<file path="config.mk">
export PLATFORM = sky130hd
export DESIGN_NAME = counter_sweep_ctrl
export DESIGN_NICKNAME = d
export VERILOG_FILES = /design/src/rtl/counter_sweep_ctrl.sv
export SDC_FILE = /design/constraint.sdc
export NUM_CORES = 1
export LEC_CHECK = 0
export CORE_MARGIN = 4
export CORE_UTILIZATION = 50
export CTS_BUF_LIST = sky130_fd_sc_hd__clkbuf_2 sky130_fd_sc_hd__clkbuf_4 sky130_fd_sc_hd__clkbuf_8
export DETAILED_ROUTE_END_ITERATION = 16
export GPL_ROUTABILITY_DRIVEN = 1
export MAX_ROUTING_LAYER = met4
export PLACE_DENSITY = 0.83
export SYNTH_ARGS = -nofsm -noshare
export SYNTH_HDL_FRONTEND = slang
export SYNTH_SLANG_ARGS = --single-unit
</file>
<file path="constraint.sdc">
create_clock -name clk -period 2.5 [get_ports clk]
set_input_delay 0.625 -clock clk [delete_from_list [all_inputs] [get_ports clk]]
set_output_delay 0.625 -clock clk [all_outputs]
set_load 0.02 [all_outputs]
</file>
<file path="src/rtl/counter_sweep_ctrl.sv">
// counter_sweep_ctrl: drives an external up/down counter through repeated
// lo -> hi -> lo sweeps, with optional hold time at each bound. The counter
// value is observed on count_in; the controller steers it with cnt_rst,
// cnt_enable and cnt_direction, which depend on the state register only.
//
// Control protocol: start is a level sampled only in IDLE; a start seen with
// stop low and lo_limit < hi_limit is accepted on that edge, a start with
// lo_limit >= hi_limit is rejected with a one-cycle cfg_err pulse. stop is
// sampled every cycle and returns any active run to IDLE on the next edge.
module counter_sweep_ctrl #(
  parameter int WIDTH      = 8,
  parameter int MAX_SWEEPS = 4
) (
  input  logic             clk,
  input  logic             rst,
  input  logic             start,
  input  logic             stop,
  input  logic [WIDTH-1:0] lo_limit,
  input  logic [WIDTH-1:0] hi_limit,
  input  logic [3:0]       dwell,
  input  logic [WIDTH-1:0] count_in,
  output logic             cnt_rst,
  output logic             cnt_enable,
  output logic             cnt_direction,
  output logic             busy,
  output logic             done,
  output logic             cfg_err,
  output logic [7:0]       sweep_cnt
);

  typedef enum logic [2:0] {
    S_IDLE     = 3'd0,
    S_CLEAR    = 3'd1,
    S_PRELOAD  = 3'd2,
    S_UP       = 3'd3,
    S_DWELL_HI = 3'd4,
    S_DOWN     = 3'd5,
    S_DWELL_LO = 3'd6,
    S_DONE     = 3'd7
  } state_e;

  state_e           state_q, state_d;
  logic [WIDTH-1:0] lo_q, lo_d;
  logic [WIDTH-1:0] hi_q, hi_d;
  logic [3:0]       dwell_cfg_q, dwell_cfg_d;
  logic [3:0]       dwell_cnt_q, dwell_cnt_d;
  logic [7:0]       sweep_cnt_q, sweep_cnt_d;
  logic             done_q, done_d;
  logic             cfg_err_q, cfg_err_d;

  // Bound-approach thresholds: the counter moves one step per enabled edge,
  // so the state changes on the edge where it is one step short of a bound.
  logic [WIDTH-1:0] lo_m1;
  logic [WIDTH-1:0] lo_p1;
  logic [WIDTH-1:0] hi_m1;
  logic [7:0]       sweep_next;

  assign lo_m1      = lo_q - WIDTH'(1);
  assign lo_p1      = lo_q + WIDTH'(1);
  assign hi_m1      = hi_q - WIDTH'(1);
  assign sweep_next = sweep_cnt_q + 8'd1;

  // Next-state and datapath update; stop overrides every other transition.
  always_comb begin
    state_d     = state_q;
    lo_d        = lo_q;
    hi_d        = hi_q;
    dwell_cfg_d = dwell_cfg_q;
    dwell_cnt_d = dwell_cnt_q;
    sweep_cnt_d = sweep_cnt_q;
    done_d      = 1'b0;
    cfg_err_d   = 1'b0;

    case (state_q)
      S_IDLE: begin
        if (start && !stop) begin
          if (lo_limit < hi_limit) begin
            lo_d        = lo_limit;
            hi_d        = hi_limit;
            dwell_cfg_d = dwell;
            sweep_cnt_d = 8'd0;
            state_d     = S_CLEAR;
          end else begin
            cfg_err_d = 1'b1;
          end
        end
      end
      S_CLEAR: begin
        state_d = (lo_q == '0) ? S_UP : S_PRELOAD;
      end
      S_PRELOAD: begin
        if (count_in == lo_m1) state_d = S_UP;
      end
      S_UP: begin
        if (count_in == hi_m1) begin
          state_d     = S_DWELL_HI;
          dwell_cnt_d = dwell_cfg_q;
        end
      end
      S_DWELL_HI: begin
        if (dwell_cnt_q == 4'd0) state_d = S_DOWN;
        else                     dwell_cnt_d = dwell_cnt_q - 4'd1;
      end
      S_DOWN: begin
        if (count_in == lo_p1) begin
          state_d     = S_DWELL_LO;
          dwell_cnt_d = dwell_cfg_q;
        end
      end
      S_DWELL_LO: begin
        if (dwell_cnt_q == 4'd0) begin
          sweep_cnt_d = sweep_next;
          if (sweep_next == 8'(MAX_SWEEPS)) begin
            state_d = S_DONE;
            done_d  = 1'b1;
          end else begin
            state_d = S_UP;
          end
        end else begin
          dwell_cnt_d = dwell_cnt_q - 4'd1;
        end
      end
      S_DONE: begin
        state_d = S_IDLE;
      end
      default: begin
        state_d = S_IDLE;
      end
    endcase

    if (stop && (state_q != S_IDLE)) begin
      state_d     = S_IDLE;
      done_d      = 1'b0;
      dwell_cnt_d = dwell_cnt_q;
      sweep_cnt_d = sweep_cnt_q;
    end
  end

  // State and datapath registers with synchronous reset.
  always_ff @(posedge clk) begin
    if (rst) begin
      state_q     <= S_IDLE;
      lo_q        <= '0;
      hi_q        <= '0;
      dwell_cfg_q <= 4'd0;
      dwell_cnt_q <= 4'd0;
      sweep_cnt_q <= 8'd0;
      done_q      <= 1'b0;
      cfg_err_q   <= 1'b0;
    end else begin
      state_q     <= state_d;
      lo_q        <= lo_d;
      hi_q        <= hi_d;
      dwell_cfg_q <= dwell_cfg_d;
      dwell_cnt_q <= dwell_cnt_d;
      sweep_cnt_q <= sweep_cnt_d;
      done_q      <= done_d;
      cfg_err_q   <= cfg_err_d;
    end
  end

  // Counter controls are a pure decode of the state register.
  assign cnt_rst       = (state_q == S_CLEAR);
  assign cnt_enable    = (state_q == S_PRELOAD) || (state_q == S_UP) ||
                         (state_q == S_DOWN);
  assign cnt_direction = (state_q == S_PRELOAD) || (state_q == S_UP);
  assign busy          = (state_q != S_IDLE);
  assign done          = done_q;
  assign cfg_err       = cfg_err_q;
  assign sweep_cnt     = sweep_cnt_q;

endmodule

</file>
==> results.md <==
| Parameter | Value | Unit |
|---|---|---|
| Outcome | finished, final reports clean | - |
| Max stage delay cell, worst path | sky130_fd_sc_hd__a2111oi_4 | - |
| Highest cell delay on the worst timing path | 0.41 | ns |
| Cts bufs inserted | 5 | - |
| Launching element of the worst setup path | hi_limit[4] | - |
| Post-route setup TNS | 0 | ns |
| Net switching power | 613.5 | µW |
| Sequential share of the synthesized area | 0.2673 | - |
| Clock network power share | 0.268 | - |
| Sum of net half-perimeters after detailed placement | 5782 | µm |
| Count of endpoints failing hold in the final timing report | 0 | - |
| Combined area of the multi-input logic cells | 1917 | µm² |
| DIE AREA | 6798 | µm² |
| Post-synth EDFFs | 0 | - |
| Synth Area in Simple Gates | 0.2208 | - |
| Die span in y | 82.45 | µm |
| Avg Synthesized Cell Area | 8.151 | µm² |
| Most frequent cells in the layout | 43 x sky130_fd_sc_hd__buf_4, 42 x sky130_fd_sc_hd__nor2_1, 32 x sky130_fd_sc_hd__dfxtp_1, 29 x sky130_fd_sc_hd__clkdlybuf4s50_1, 24 x sky130_fd_sc_hd__inv_1 | - |
| Filler instances | 367 | - |
| Pin count of the biggest net entering global routing | 31 | - |
| Slew margin rel. | 0.6319 | - |
| Worst slew pin tran | 0.5382 | ns |
| Routability congestion estimate | 0.9188 | - |
| # nets final | 468 | - |
| Logic depth of the worst path, buffers included | 12 | - |
| Number of flip-flops and latches in the synthesized netlist | 37 | - |
| Max-cap violation count | 0 | - |
| Pre-CTS WS | -0.6198 | ns |
| P per Cell Area | 483.9 | nW/µm² |
| Hold_buf cts | 0 | - |
| Number of global-route vias before repair | 2,890 | - |
| Time the worst path needs with I/O delays and setup | 2.487 | ns |
| Endpoint arrival time on the critical path | 2.66 | ns |
| Net Count, Synth | 386 | - |
| Number of nets with antenna violations after routing | 0 | - |
| Part of the cycle the worst path needs | 0.9949 | - |
| Average vias per placed instance | 6.067 | - |
| Core region area | 5238 | µm² |
| Adder and majority gate portion of the synthesized area | 0.06321 | - |
| Maximum vdd ir drop | 504.2 | µV |
| Sw Ratio | 0.3334 | - |
| Leakage power total | 0.001579 | µW |
| Complex-gate fraction of the synthesized area | 0.2095 | - |
| Element type at the critical path start | primary input | - |
| Most common library cell in the layout ignoring fill and taps | sky130_fd_sc_hd__buf_4 | - |
| Count of cell types in the netlist | 66 | - |
| Number of buffer and inverter stages on the critical path | 4 | - |
| Sequential share of power | 0.369 | - |
| Instance count of the mapped netlist | 340 | - |
| Clock-pin slew on the worst setup and hold paths | 0.08 | ns |
| Count of input and output buffers | 45 | - |
| Post-detailed-route DRC marker count | 0 | - |
| Share of layout cells above drive strength 1 | 0.2340 | - |
| Worst reg2reg path endpoint | dwell_cnt_q[3]$_SDFFE_PP0P_ | - |
| Floorplan die width | 82.45 | µm |
| Top-area cell type share of the netlist area | 0.2673 | - |
| Cells on worst reg2reg path | 8 | - |
| Warnings from Yosys | 0 | - |
| Area leader, netlist | sky130_fd_sc_hd__dfxtp_1 | - |
| Most used flip-flop cell after synthesis | sky130_fd_sc_hd__dfxtp_1 | - |
| Worst Setup End Kind | register | - |
| Beginning of the worst register-to-register path | lo_q[1]$_SDFFE_PP0P_ | - |
| Antenna diode instance count | 0 | - |
| Average wire per cell in the routed design | 17.14 | µm |
| Parity-gate share of the synthesized area counting xor and xnor cells | 0.07269 | - |
| Number of failing setup endpoints in the final timing report | 0 | - |
| Row Count | 26 | - |
| Class of the tightest hold or removal check | register to register | - |
| Initial antenna violation count | 0 | - |
| Top cell by count, worst path | sky130_fd_sc_hd__a21oi_2 | - |
| Combinational family with the most area after synthesis | simple AND/OR/NAND/NOR gates | - |
| Number of pins exceeding their max-slew limit in the final report | 0 | - |
| Maximum operating frequency | 0.4021 | GHz |
| Area growth from synthesis to layout | 37.20 | % |
| Clock latency on the worst-skew pair | 0.29 | ns |
| Clock sink total | 37 | - |
| Setup slack of the critical path after layout | 0.01281 | ns |
| Clock tree buffer depth | 2 | - |
| Clk root buf | sky130_fd_sc_hd__clkbuf_8 | - |
| Wire length of the first global-routing pass | 13,680 | µm |
| Initial DRT Pass Iterations | 5 | - |
| FF/Latch Area | 747.0 | µm² |
| Number of H-tree branching levels | 2 | - |
| Routed Wire Length | 8448 | µm |
| CP cell instances | clkbuf_2 > inv_1 > ha_2 > a2111oi_4 > nand3_2 > a21oi_2 > a31oi_2 > a21oi_2 > buf_4 > buf_12 > mux2i_1 > nor2_1 | - |
| Fraction of registers with async set or reset after synthesis | 0 | - |
| Crit path max fanout | 8 | - |
| Category of the most critical setup path | primary input to register | - |
| Cell Int Power | 1227 | µW |
| Last element of the critical path | hi_q[4]$_SDFFE_PP0P_ | - |
| Main area contributors after synthesis | sky130_fd_sc_hd__dfxtp_1 27%, sky130_fd_sc_hd__mux2i_1 7.6%, sky130_fd_sc_hd__ha_1 6.3%, sky130_fd_sc_hd__nor2_1 5.7%, sky130_fd_sc_hd__xor2_1 3.8% | - |
| Family with the most delay on the worst path | compound AO/OA/AOI/OAI gates | - |
| Data required time of the worst path | 2.67 | ns |
| Initial DRC Count | 264 | - |
| Synth Cell Area | 2771 | µm² |
| Vias | 2,991 | - |
| Global-route usage over all layers | 0.2670 | - |
| I/O pin cnt | 46 | - |
| Slack of the worst reg-to-reg path | 0.14 | ns |
| Setup clock skew after layout | 0.002511 | ns |
| Initial Util | 0.5291 | - |
| TritonCTS clock tree | done | - |
| Mux share of post-synthesis cell area | 0.07991 | - |
| Logic pwr share | 0.362 | - |
| Finished Core Util | 0.7260 | - |
| Remaining global-route overflow | 0 | - |
==> power groups by stage <==
stage / logic [µW] / registers (µW) / clock network (µW)
finish: 666 / 680 / 494
detailed placement: 591 / 686 / 0
global route: 721 / 685 / 521
global placement: 571 / 683 / 0
floorplan: 396 / 654 / 0
CTS: 630 / 673 / 495
==> worst min-delay path, delay by kind of cell, from the launching register on <==
family,cells,cell delay [ns]
buffers and inverters,1,0.08
DFF,1,0.33
AOI/OAI and AO/OA,1,0.08
==> layer usage <==
layer  routed length [µm]  vias to the layer above  track usage
met5                    0                        -            -
met4                  302                        0      0.09635
met3                  639                       35      0.04881
met2                 4063                      175       0.4431
li1                     -                     1399            -
met1                 3442                     1382       0.3229
==> logic make-up (layout without fill, tap and decap cells) <==
group           count (synthesis)  in the layout
simple gates                  119            119
flops                          37             37
mux                            22             22
fa+ha+maj                      14             14
xor+xnor                       23             23
buf+inv                        45            128
compound gates                 80             80
==> sequential cells by signal (all words and copies together), names as in the netlist <==
register / flops
dwell_cfg_q: 4
sweep_cnt: 8
cfg_err: 1
hi_q: 8
dwell_cnt_q: 4
done: 1
state_q: 3
lo_q: 8
==> worst min path at each step <==
stage                           startpoint  slack, ns                     endpoint  depth (start not counted)
3_5_place_dp   dwell_cfg_q[3]$_SDFFE_PP0P_       0.49  dwell_cfg_q[3]$_SDFFE_PP0P_                          2
2_1_floorplan  dwell_cfg_q[3]$_SDFFE_PP0P_       0.45  dwell_cfg_q[3]$_SDFFE_PP0P_                          2
6_report       dwell_cnt_q[1]$_SDFFE_PP0P_       0.53  dwell_cnt_q[1]$_SDFFE_PP0P_                          2
3_3_place_gp   dwell_cfg_q[3]$_SDFFE_PP0P_       0.48  dwell_cfg_q[3]$_SDFFE_PP0P_                          2
5_1_grt        dwell_cfg_q[0]$_SDFFE_PP0P_       0.57  dwell_cfg_q[0]$_SDFFE_PP0P_                          2
4_1_cts        dwell_cfg_q[3]$_SDFFE_PP0P_       0.52  dwell_cfg_q[3]$_SDFFE_PP0P_                          2
==> cells in the mapped netlist (3+ instances only) <==
master                      n
sky130_fd_sc_hd__nor2_1    42
sky130_fd_sc_hd__dfxtp_1   37
sky130_fd_sc_hd__inv_1     27
sky130_fd_sc_hd__mux2i_1   21
sky130_fd_sc_hd__nand2_1   21
sky130_fd_sc_hd__a21oi_1   15
sky130_fd_sc_hd__ha_1      14
sky130_fd_sc_hd__o21ai_0   13
sky130_fd_sc_hd__xor2_1    12
sky130_fd_sc_hd__xnor2_1   11
sky130_fd_sc_hd__clkbuf_1   7
sky130_fd_sc_hd__nand2b_1   7
sky130_fd_sc_hd__nor3_1     7
sky130_fd_sc_hd__nand3_1    6
sky130_fd_sc_hd__nand4_1    6
sky130_fd_sc_hd__o32ai_1    6
sky130_fd_sc_hd__nor2b_1    5
sky130_fd_sc_hd__and3_1     4
sky130_fd_sc_hd__o211ai_1   4
sky130_fd_sc_hd__o31ai_1    4
sky130_fd_sc_hd__a211oi_1   3
sky130_fd_sc_hd__a221oi_1   3
sky130_fd_sc_hd__buf_2      3
sky130_fd_sc_hd__buf_4      3
sky130_fd_sc_hd__o311ai_0   3
sky130_fd_sc_hd__or4_1      3
==> layout make-up <==
type,count,area share
Clock inverter,1,0.002303
Timing Repair Buffer,92,0.2211
Clock buffer,7,0.02534
Sequential cell,37,0.1964
Inverter,28,0.02764
Tap cell,70,0.02303
Multi-Input combinational cell,258,0.5041
==> per-stage QoR <==
stage | instances | cell area (µm²) | hold slack [ns] | power (µW)
2_1_floorplan | 340 | 2778 | 0.4547 | 1050
3_3_place_gp | 480 | 3512 | 0.4822 | 1254
3_5_place_dp | 480 | 3512 | 0.4944 | 1277
4_1_cts | 492 | 3731 | 0.5220 | 1797
5_1_grt | 493 | 3802 | 0.5696 | 1927
6_report | 493 | 3802 | 0.5311 | 1840
==> repair_timing <==
action | 4_1_cts | 5_1_grt
setup endpoints to repair | 33 | 36
endpoints found under the hold margin | 0 | 0
pin swaps | 7 | 13
resized for setup | 22 | 39
buffers inserted | 3 | 1
gates cloned | 1 | 0
Note: power is estimated with default switching activity, not from simulation.
